`config.mk`:
```
export PLATFORM = sky130hd
export DESIGN_NAME = display_word_serializer
export DESIGN_NICKNAME = d
export VERILOG_FILES = /design/src/rtl/display_word_serializer_pkg.sv /design/src/rtl/display_rec_fifo.sv /design/src/rtl/display_word_serializer.sv
export SDC_FILE = /design/constraint.sdc
export NUM_CORES = 1
export LEC_CHECK = 0
export BUFFER_PORTS_ARGS = -buffer_cell sky130_fd_sc_hd__buf_2
export CELL_PAD_IN_SITES_DETAIL_PLACEMENT = 0
export CELL_PAD_IN_SITES_GLOBAL_PLACEMENT = 1
export CORE_MARGIN = 2
export CORE_UTILIZATION = 40
export CTS_BUF_LIST = sky130_fd_sc_hd__clkbuf_8
export DETAILED_ROUTE_END_ITERATION = 12
export PLACE_DENSITY = 0.73
export SYNTH_ARGS = -nofsm -noshare
export SYNTH_HDL_FRONTEND = slang
export SYNTH_HIERARCHICAL = 1
export SYNTH_SLANG_ARGS = --single-unit
```
`constraint.sdc`:
```
create_clock -name clock -period 6.3 [get_ports clock]
set_input_delay 1.26 -clock clock [delete_from_list [all_inputs] [get_ports clock]]
set_output_delay 1.26 -clock clock [all_outputs]
set_load 0.02 [all_outputs]
```
`src/rtl/display_word_serializer_pkg.sv`:
```
// Shared types and widths for the display record read path.
// Records are split into a low word and a zero-padded high word.
package display_word_serializer_pkg;

    localparam int DISPLAY_REC_W  = 59;
    localparam int DISPLAY_WORD_W = 32;

    typedef logic [DISPLAY_REC_W-1:0] display_rec_t;

    typedef enum logic {
        LO = 1'b0,
        HI = 1'b1
    } phase_t;

endpackage

```
`src/rtl/display_rec_fifo.sv`:
```
// Record storage for the display serializer: DEPTH x DATA_W circular buffer
// with registered pointers and occupancy count; pushes into a full buffer are ignored.
module display_rec_fifo
#(
    parameter int DATA_W = 59,
    parameter int DEPTH  = 4,
    localparam int PTR_W = $clog2(DEPTH),
    localparam int CNT_W = $clog2(DEPTH) + 1
)
(
    input  logic              clock,
    input  logic              reset,
    input  logic              push,
    input  logic [DATA_W-1:0] push_data,
    input  logic              pop,
    output logic [DATA_W-1:0] head,
    output logic              full,
    output logic              empty,
    output logic [CNT_W-1:0]  count
);

    logic [DATA_W-1:0] mem_r [DEPTH];
    logic [PTR_W-1:0]  wr_ptr_r;
    logic [PTR_W-1:0]  rd_ptr_r;
    logic [CNT_W-1:0]  count_r;
    logic              wr_en_s;
    logic              rd_en_s;

    assign full    = (count_r == CNT_W'(DEPTH));
    assign empty   = (count_r == CNT_W'(0));
    assign count   = count_r;
    assign head    = mem_r[rd_ptr_r];
    assign wr_en_s = push & ~full;
    assign rd_en_s = pop & ~empty;

    // Storage array, pointers and occupancy; pointers wrap naturally at DEPTH (power of two).
    always_ff @(posedge clock) begin
        if (reset) begin
            wr_ptr_r <= '0;
            rd_ptr_r <= '0;
            count_r  <= '0;
            for (int i = 0; i < DEPTH; i++) begin
                mem_r[i] <= '0;
            end
        end else begin
            if (wr_en_s) begin
                mem_r[wr_ptr_r] <= push_data;
                wr_ptr_r        <= wr_ptr_r + PTR_W'(1);
            end
            if (rd_en_s) begin
                rd_ptr_r <= rd_ptr_r + PTR_W'(1);
            end
            case ({wr_en_s, rd_en_s})
                2'b10:   count_r <= count_r + CNT_W'(1);
                2'b01:   count_r <= count_r - CNT_W'(1);
                default: count_r <= count_r;
            endcase
        end
    end

endmodule

```
`src/rtl/display_word_serializer.sv`:
```
// Buffers display records and drains each one as two WORD_W words (low first)
// over a valid/ready stream; drops and flags pushes that arrive while full.
module display_word_serializer
    import display_word_serializer_pkg::*;
#(
    parameter int DATA_W = DISPLAY_REC_W,
    parameter int WORD_W = DISPLAY_WORD_W,
    parameter int DEPTH  = 4,
    localparam int CNT_W = $clog2(DEPTH) + 1
)
(
    input  logic              clock,
    input  logic              reset,
    input  logic              ld_en_display,
    input  logic [DATA_W-1:0] display_value,
    output logic              in_ready,
    output logic [WORD_W-1:0] word_out,
    output logic              word_valid,
    output logic              word_last,
    input  logic              word_ready,
    output logic              overflow,
    output logic [CNT_W-1:0]  rec_count
);

    phase_t            phase_r;
    logic              overflow_r;
    logic              full_s;
    logic              empty_s;
    logic              push_s;
    logic              pop_s;
    logic              handshake_s;
    logic [DATA_W-1:0] head_s;
    logic [WORD_W-1:0] word_s;

    // in_ready comes from the registered count only, so a push while full is dropped
    // even when the head record finishes in the same cycle.
    assign push_s      = ld_en_display & ~full_s;
    assign handshake_s = ~empty_s & word_ready;
    assign pop_s       = handshake_s & (phase_r == HI);

    display_rec_fifo #(
        .DATA_W (DATA_W),
        .DEPTH  (DEPTH)
    ) u_fifo (
        .clock     (clock),
        .reset     (reset),
        .push      (push_s),
        .push_data (display_value),
        .pop       (pop_s),
        .head      (head_s),
        .full      (full_s),
        .empty     (empty_s),
        .count     (rec_count)
    );

    // Phase FSM: each handshake alternates between the low and high word of the head record.
    always_ff @(posedge clock) begin
        if (reset) begin
            phase_r <= LO;
        end else if (handshake_s) begin
            case (phase_r)
                LO:      phase_r <= HI;
                HI:      phase_r <= LO;
                default: phase_r <= LO;
            endcase
        end else begin
            phase_r <= phase_r;
        end
    end

    // Sticky drop flag; only reset clears it.
    always_ff @(posedge clock) begin
        if (reset) begin
            overflow_r <= 1'b0;
        end else if (ld_en_display & full_s) begin
            overflow_r <= 1'b1;
        end else begin
            overflow_r <= overflow_r;
        end
    end

    // Word select: high word is the record's upper bits zero-extended to WORD_W.
    always_comb begin
        word_s = '0;
        case (phase_r)
            LO:      word_s = head_s[WORD_W-1:0];
            HI:      word_s[DATA_W-WORD_W-1:0] = head_s[DATA_W-1:WORD_W];
            default: word_s = '0;
        endcase
    end

    assign word_out   = word_s;
    assign word_last  = (phase_r == HI);
    assign word_valid = ~empty_s;
    assign in_ready   = ~full_s;
    assign overflow   = overflow_r;

endmodule

```
==> summary.txt, run 1 <==
Routing
  • # DRC: 0
  • Vias: 5,807
  • Vias per inst: 4.88
  • Antenna-violating nets left: 0
  • WL/cell: 19.7 um
  • Drt first pass iters: 4
  • Initial DRC Count: 326
  • Post-Route WL: 23,400 um

Critical path
  • CP required: 5.04 ns
  • Worst Setup End Kind: primary output
  • Worst Setup Start Kind: flop
  • Critical path peak fanout: 45
  • Worst reg-to-reg path cell count: 6
  • WS Path Type: reg2out
  • Critical Path AT: 2.98 ns

Status
  • Status: completed

Power
  • P_leak: 4.79 nW
  • Peak supply drop: 0.000120 V
  • Pwr dens: 279 nW/um2
  • Total design power: 0.00356 W

Floorplan
  • Die Wd: 171 um
  • Die ar.: 29,400 um2
  • Std cell rows: 61
  • Ports: 102
  • Initial Utilization: 40.4%
  • Area of the core: 27,700 um2
  • Die Ht: 171 um

Layout
  • Cell area after layout: 12,700 um2
  • P&R area growth vs syn: 13.8%
  • Layout cells sized above 1: 32.7%
  • Nets@finish: 847

CTS
  • Clk sink count: 247
  • Total CTS buffers: 41
  • Hold buffers post-CTS: 0
  • Setup repair bufs after CTS: 0
  • Bufs on Longest Clock Path: 3
  • Clk pin slew, worst setup/hold paths: 0.06 ns
  • Clk root buf: clkbuf_8
  • Skew-Pair Late Insertion Delay: 0.53 ns
  • CTS tree: done
  • Htree depth: 2
  • # resized after CTS: 0

Placement
  • Detailed placer's ending HPWL: 12,600 um
  • IO Port Bufs: 101
  • DP Area: 12,000 um2
  • Routability congestion estimate: 0.695

STA
  • Fin. max-slew vios: 0
  • Hold Fails Final Rpt: 0
  • Final period util: 67.4%
  • Worst Max-Slew Pin Slew: 1.01 ns
  • Final Skew: 0.0160 ns
  • RSZ-0062 raised after global routing: false
  • Crit path time final: 4.24 ns
  • Worst slew margin: 32.1%
  • Setup TNS: 0 ns
  • Min Hold Slack: 0.478 ns
  • F_max: 236 MHz
  • Setup violators final: 0

GRT
  • GRT Util Overall: 16.4%
  • Grt total ovfl: 0
  • Number of global-route vias before repair: 6,302
  • Initial antenna violation count: 6
  • First-pass GRT wire length: 35,600 um
  • Pin count of the biggest net entering global routing: 61

Synth
  • Synth cell count leaders: and2_1, edfxtp_1, mux4_2
  • Gate count of the mapped netlist: 671
  • Seq/Total Area, Yosys: 65.2%
  • Mapped Nets: 736
  • Fraction of registers with async set or reset after synthesis: 0%
  • Post-synth EDFFs: 236
  • Synth area leader: edfxtp_1
  • Warnings, synthesis: 6
  • Top_reg_cell synth: edfxtp_1
  • Syn avg cell area: 16.7 um2
  • Post-synth top area share: 63.3%
  • Synthesized area: 11,200 um2
  • Largest cells by area after synthesis: edfxtp_1, and2_1, mux4_2
  • Yosys cell types: 36
  • Synth Register Bits: 247

Worst hold path
  • Worst min path class: reg2reg
  • Worst hold path depth: 2

Run
  • Max Cap Viol: 0
[cell type report]
type                       count  area [um2]
antenna                        3        7.51
fill                        2416       15000
timing repair buffer         111         581
tap                          378         473
sequential                   247        7320
clock buffer                  43         592
multi-input combinational    373        3640
clock inverter                26         104
inverter                       8        30.0
[registers in the layout, summed over array words and instances (netlist names), named ones only]
name	cells
u_fifo/mem_r	236
u_fifo/count	3
u_fifo/rd_ptr_r	2
u_fifo/wr_ptr_r	2
overflow	1
word_last	1
[kinds of logic (layout without fill, tap and decap cells)]
family          Yosys count  in the layout  share of synthesized area (%)
simple gates            269            269                           15.5
flops                   247            247                           65.2
mux                      88             88                           15.6
buf+inv                  51            188                           2.60
compound gates           11             11                          0.581
xor+xnor                  3              3                          0.235
fa+ha+maj                 2              2                          0.290
other cells               0              3                              0
[report_power, final]
part	total [W]	internal, W	switching (W)
Clock	0.00122	0.000625	0.000597
Sequential	0.00196	0.00192	0.0000348
Combinational	0.000379	0.000163	0.000216
Total	0.00356	0.00271	0.000848
[layout by cell type, fill, tap and decap left out, drive strengths merged, types with 2 or more instances in the layout]
| master | synthesis | layout |
|---|---|---|
| and2 | 237 | 237 |
| edfxtp | 236 | 236 |
| buf | 18 | 111 |
| mux4 | 59 | 59 |
| clkbuf | 25 | 43 |
| mux2 | 29 | 29 |
| inv | 8 | 19 |
| clkinv | 0 | 14 |
| dfxtp | 11 | 11 |
| nor2 | 9 | 9 |
| and2b | 6 | 6 |
| a21oi | 4 | 4 |
| diode | 0 | 3 |
| nor2b | 3 | 3 |
| nand2 | 3 | 3 |
| xor2 | 3 | 3 |
| o21ai | 3 | 3 |
| nand2b | 2 | 2 |
| nor4 | 2 | 2 |
| or3 | 2 | 2 |
| o31ai | 2 | 2 |
| nor3 | 2 | 2 |
[worst max-delay path, cell delays in order, from the launching register on]
cell     delay [ns]
dfxtp_4        0.99
buf_4          0.45
mux4_2         0.54
mux2_4         0.29
buf_2          0.16
[per-stage QoR]
stage	setup slack, ns	util, %	instances
after floorplan	0.00919	-	671
after global placement	2.38	43.5	1117
after detailed placement	2.34	43.5	1117
after CTS	1.89	46.0	1186
after global routing	1.77	46.0	1187
final	2.06	46.0	1189
[routing by layer]
layer	vias to the layer above	part of all wire, %	track usage [%]	wire, um
met5	-	0.18	0	41
met4	6	1.8	4.57	432
met3	40	5.5	4.19	1290
met2	149	49	27.8	11400
met1	2918	44	21.1	10200
li1	2694	-	-	-
[final timing paths]
| path | start | endpoint | slack [ns] |
|---|---|---|---|
| worst min register to register | overflow$_SDFFE_PP0P_ | overflow$_SDFFE_PP0P_ | 0.48 |
| worst max-delay path | flop | word_out[4] | 2.06 |
| worst min-delay path | overflow$_SDFFE_PP0P_ | overflow$_SDFFE_PP0P_ | 0.48 |
| worst max register to register | u_fifo/count[0]$_SDFFE_PP0P_ | u_fifo/mem_r[0][31]$_SDFFCE_PN0P_ | 3.01 |
No activity file was read; power rests on OpenSTA's default activity.
==> inputs of run 2 (changes only) <==
PLACE_DENSITY = 0.7   (was 0.73)
clock period = 4.1 ns   (was 6.3 ns; I/O delays follow)
==> run 2 against run 1 <==
  * Via count is 2.3% higher
  * Highest routed layer unchanged
  * Non-clock buffer count unchanged
  * Core utilization increased by 0.24 points
  * Sequential share of layout area fell by 0.30 points
  * Largest power group unchanged
  * Combinational power is 56% higher
  * Routed wire length up 2.7%
  * Critical path depth unchanged
  * Worst hold slack lost 0.0064 ns
==> summary.txt, run 2 (same netlist as run 1, synthesis figures left out) <==
Status
  • Status: completed

Routing
  • Post-Route WL: 24,000 um (+2.7%)
  • Vias per inst: 4.98 (+1.9%)
  • Antenna-violating nets left: 0 (unchanged)
  • Initial DRC Count: 337 (+3.4%)
  • Vias: 5,940 (+2.3%)
  • # DRC: 0 (unchanged)
  • Drt first pass iters: 4 (unchanged)
  • WL/cell: 20.1 um (+2.3%)

CTS
  • Setup repair bufs after CTS: 0 (unchanged)
  • Skew-Pair Late Insertion Delay: 0.54 ns (about the same)
  • Bufs on Longest Clock Path: 3 (unchanged)
  • CTS tree: done
  • Clk root buf: clkbuf_8
  • Total CTS buffers: 42 (+2.4%)
  • Htree depth: 2 (unchanged)
  • Hold buffers post-CTS: 0 (unchanged)
  • # resized after CTS: 0 (unchanged)
  • Clk sink count: 247 (unchanged)
  • Clk pin slew, worst setup/hold paths: 0.06 ns (about the same)

Critical path
  • Family with the most delay on the worst path: multiplexers
  • Flop2flop setup slack: 1.17 ns (-1.84 ns)
  • Critical Path AT: 2.61 ns (-0.37 ns)
  • Stages on worst setup path: 4 (unchanged)
  • FF-to-FF Start: u_fifo/count[2]$_SDFFE_PP0P_
  • Critical path peak fanout: 37 (-18%)
  • Worst Setup Start Kind: flop
  • WP buf/inv: 2 (unchanged)
  • Crit-path cells: buf_12, mux4_2, mux2_2, buf_2
  • Worst Setup End Kind: primary output
  • CP required: 3.28 ns (-1.76 ns)
  • WS Path Type: reg2out
  • CP max stage cell: dfxtp_4
  • Critical path's largest stage delay: 0.67 ns (-0.32 ns)
  • Setup crit end: word_out[26]
  • Worst reg-to-reg path cell count: 9 (+3)
  • RR Endpoint: u_fifo/count[2]$_SDFFE_PP0P_

Power
  • Peak supply drop: 0.000218 V (+82%)
  • P_leak: 4.82 nW (+0.73%)
  • Total design power: 0.00550 W (+55%)
  • Pwr dens: 429 nW/um2 (+54%)

Placement
  • Routability congestion estimate: 0.722 (+4.0%)
  • IO Port Bufs: 101 (unchanged)
  • Detailed placer's ending HPWL: 12,900 um (+2.9%)
  • Post-Place Cells: 1,117 (unchanged)

Floorplan
  • Ports: 102 (unchanged)
  • Die ar.: 29,400 um2 (unchanged)
  • Die Ht: 171 um (unchanged)
  • Initial Utilization: 40.4% (unchanged)
  • Std cell rows: 61 (unchanged)
  • Die Wd: 171 um (unchanged)
  • Area of the core: 27,700 um2 (unchanged)

GRT
  • Grt total ovfl: 0 (unchanged)
  • Pin count of the biggest net entering global routing: 60 (-1.6%)
  • GRT Util Overall: 17.0% (+0.60 points)
  • M1 GR Usage: 21.9% (+0.84 points)
  • Number of global-route vias before repair: 6,610 (+4.9%)
  • Met3 Use GR: 3.91% (-0.28 points)
  • GR Util met2: 28.7% (+0.93 points)
  • Global route hottest layer: met2
  • First-pass GRT wire length: 37,200 um (+4.6%)
  • Initial antenna violation count: 5 (-1)

STA
  • Crit path time final: 3.43 ns
  • RSZ-0062 raised after global routing: false
  • Final period util: 83.7%
  • Setup violators final: 0 (unchanged)
  • Hold Fails Final Rpt: 0 (unchanged)
  • Worst slew margin: 34.9% (+2.8 points)
  • F_max: 291 MHz
  • Worst Max-Slew Pin Slew: 0.977 ns (-0.0343 ns)
  • Fin. max-slew vios: 0 (unchanged)
  • Final Skew: 0.0222 ns (+0.00626 ns)
  • Setup TNS: 0 ns (unchanged)

Layout
  • P&R area growth vs syn: 14.4%
  • Largest register FFs: 236 (unchanged)
  • Most frequent cells in the layout: and2_1, edfxtp_1, buf_2, mux4_2, clkbuf_8
  • Largest Register: u_fifo/mem_r
  • Nets@finish: 848 (+0.12%)
  • Post-route insts no fill: 1,193 (+0.34%)
  • Layout cells sized above 1: 32.6% (-0.078 points)

Run
  • Max Cap Viol: 0 (unchanged)

Worst hold path
  • Worst min path class: reg2reg
[run 2: cell count changes in the layout (fill, tap and decap cells not counted)]
cell / change
buf_12: +4
buf_4: -4
clkinv_1: +1
clkinv_2: +1
diode_2: -1
inv_1: +3
[run 2: area by class of cell]
type / instances / area (um2)
fillers: 2426 / 14900
flip-flops and latches: 247 / 7320
multi-input cells: 373 / 3640
repair buffers: 111 / 631
clock buffers: 43 / 592
well taps: 378 / 473
clock inverters: 31 / 124
inverters: 8 / 30.0
diodes: 2 / 5.00
[run 2: where the power goes]
part	switching [W]	total [W]	internal [W]
Sequential	0.0000537	0.00301	0.00295
Combinational	0.000337	0.000592	0.000256
Clock	0.000933	0.00190	0.000968
Total	0.00132	0.00550	0.00418
[run 2: worst min path at each step]
stage | start | slack, ns | end | cells past startpoint
floorplan | u_fifo/rd_ptr_r[1]$_SDFFE_PP0P_ | 0.46 | flop | 2
global placement | overflow$_SDFFE_PP0P_ | 0.45 | overflow$_SDFFE_PP0P_ | 2
detailed placement | overflow$_SDFFE_PP0P_ | 0.46 | overflow$_SDFFE_PP0P_ | 2
CTS | overflow$_SDFFE_PP0P_ | 0.47 | overflow$_SDFFE_PP0P_ | 2
global route | overflow$_SDFFE_PP0P_ | 0.50 | overflow$_SDFFE_PP0P_ | 2
finish | overflow$_SDFFE_PP0P_ | 0.47 | overflow$_SDFFE_PP0P_ | 2
[run 2: metrics by stage]
| stage | hold slack, ns | area, um2 | setup WS, ns | utilization (%) |
|---|---|---|---|---|
| floorplan | 0.459 | 11200 | 0.602 | - |
| global placement | 0.451 | 12100 | 1.15 | 43.6 |
| detailed placement | 0.457 | 12100 | 1.14 | 43.6 |
| CTS | 0.472 | 12800 | 0.562 | 46.2 |
| global route | 0.496 | 12800 | 0.474 | 46.2 |
| finish | 0.472 | 12800 | 0.669 | 46.2 |
[run 2: tightest hold or removal path, stage by stage, from the launching register on]
cell,delay [ns]
dfxtp_1,0.33
a21oi_1,0.04
nor2_1,0.07
[run 2: per-layer routing]
metal	part of all wire (%)	up-vias
li1	-	2706
met4	2.1	6
met2	50	152
met3	4.9	50
met1	43	3026
met5	0.22	-
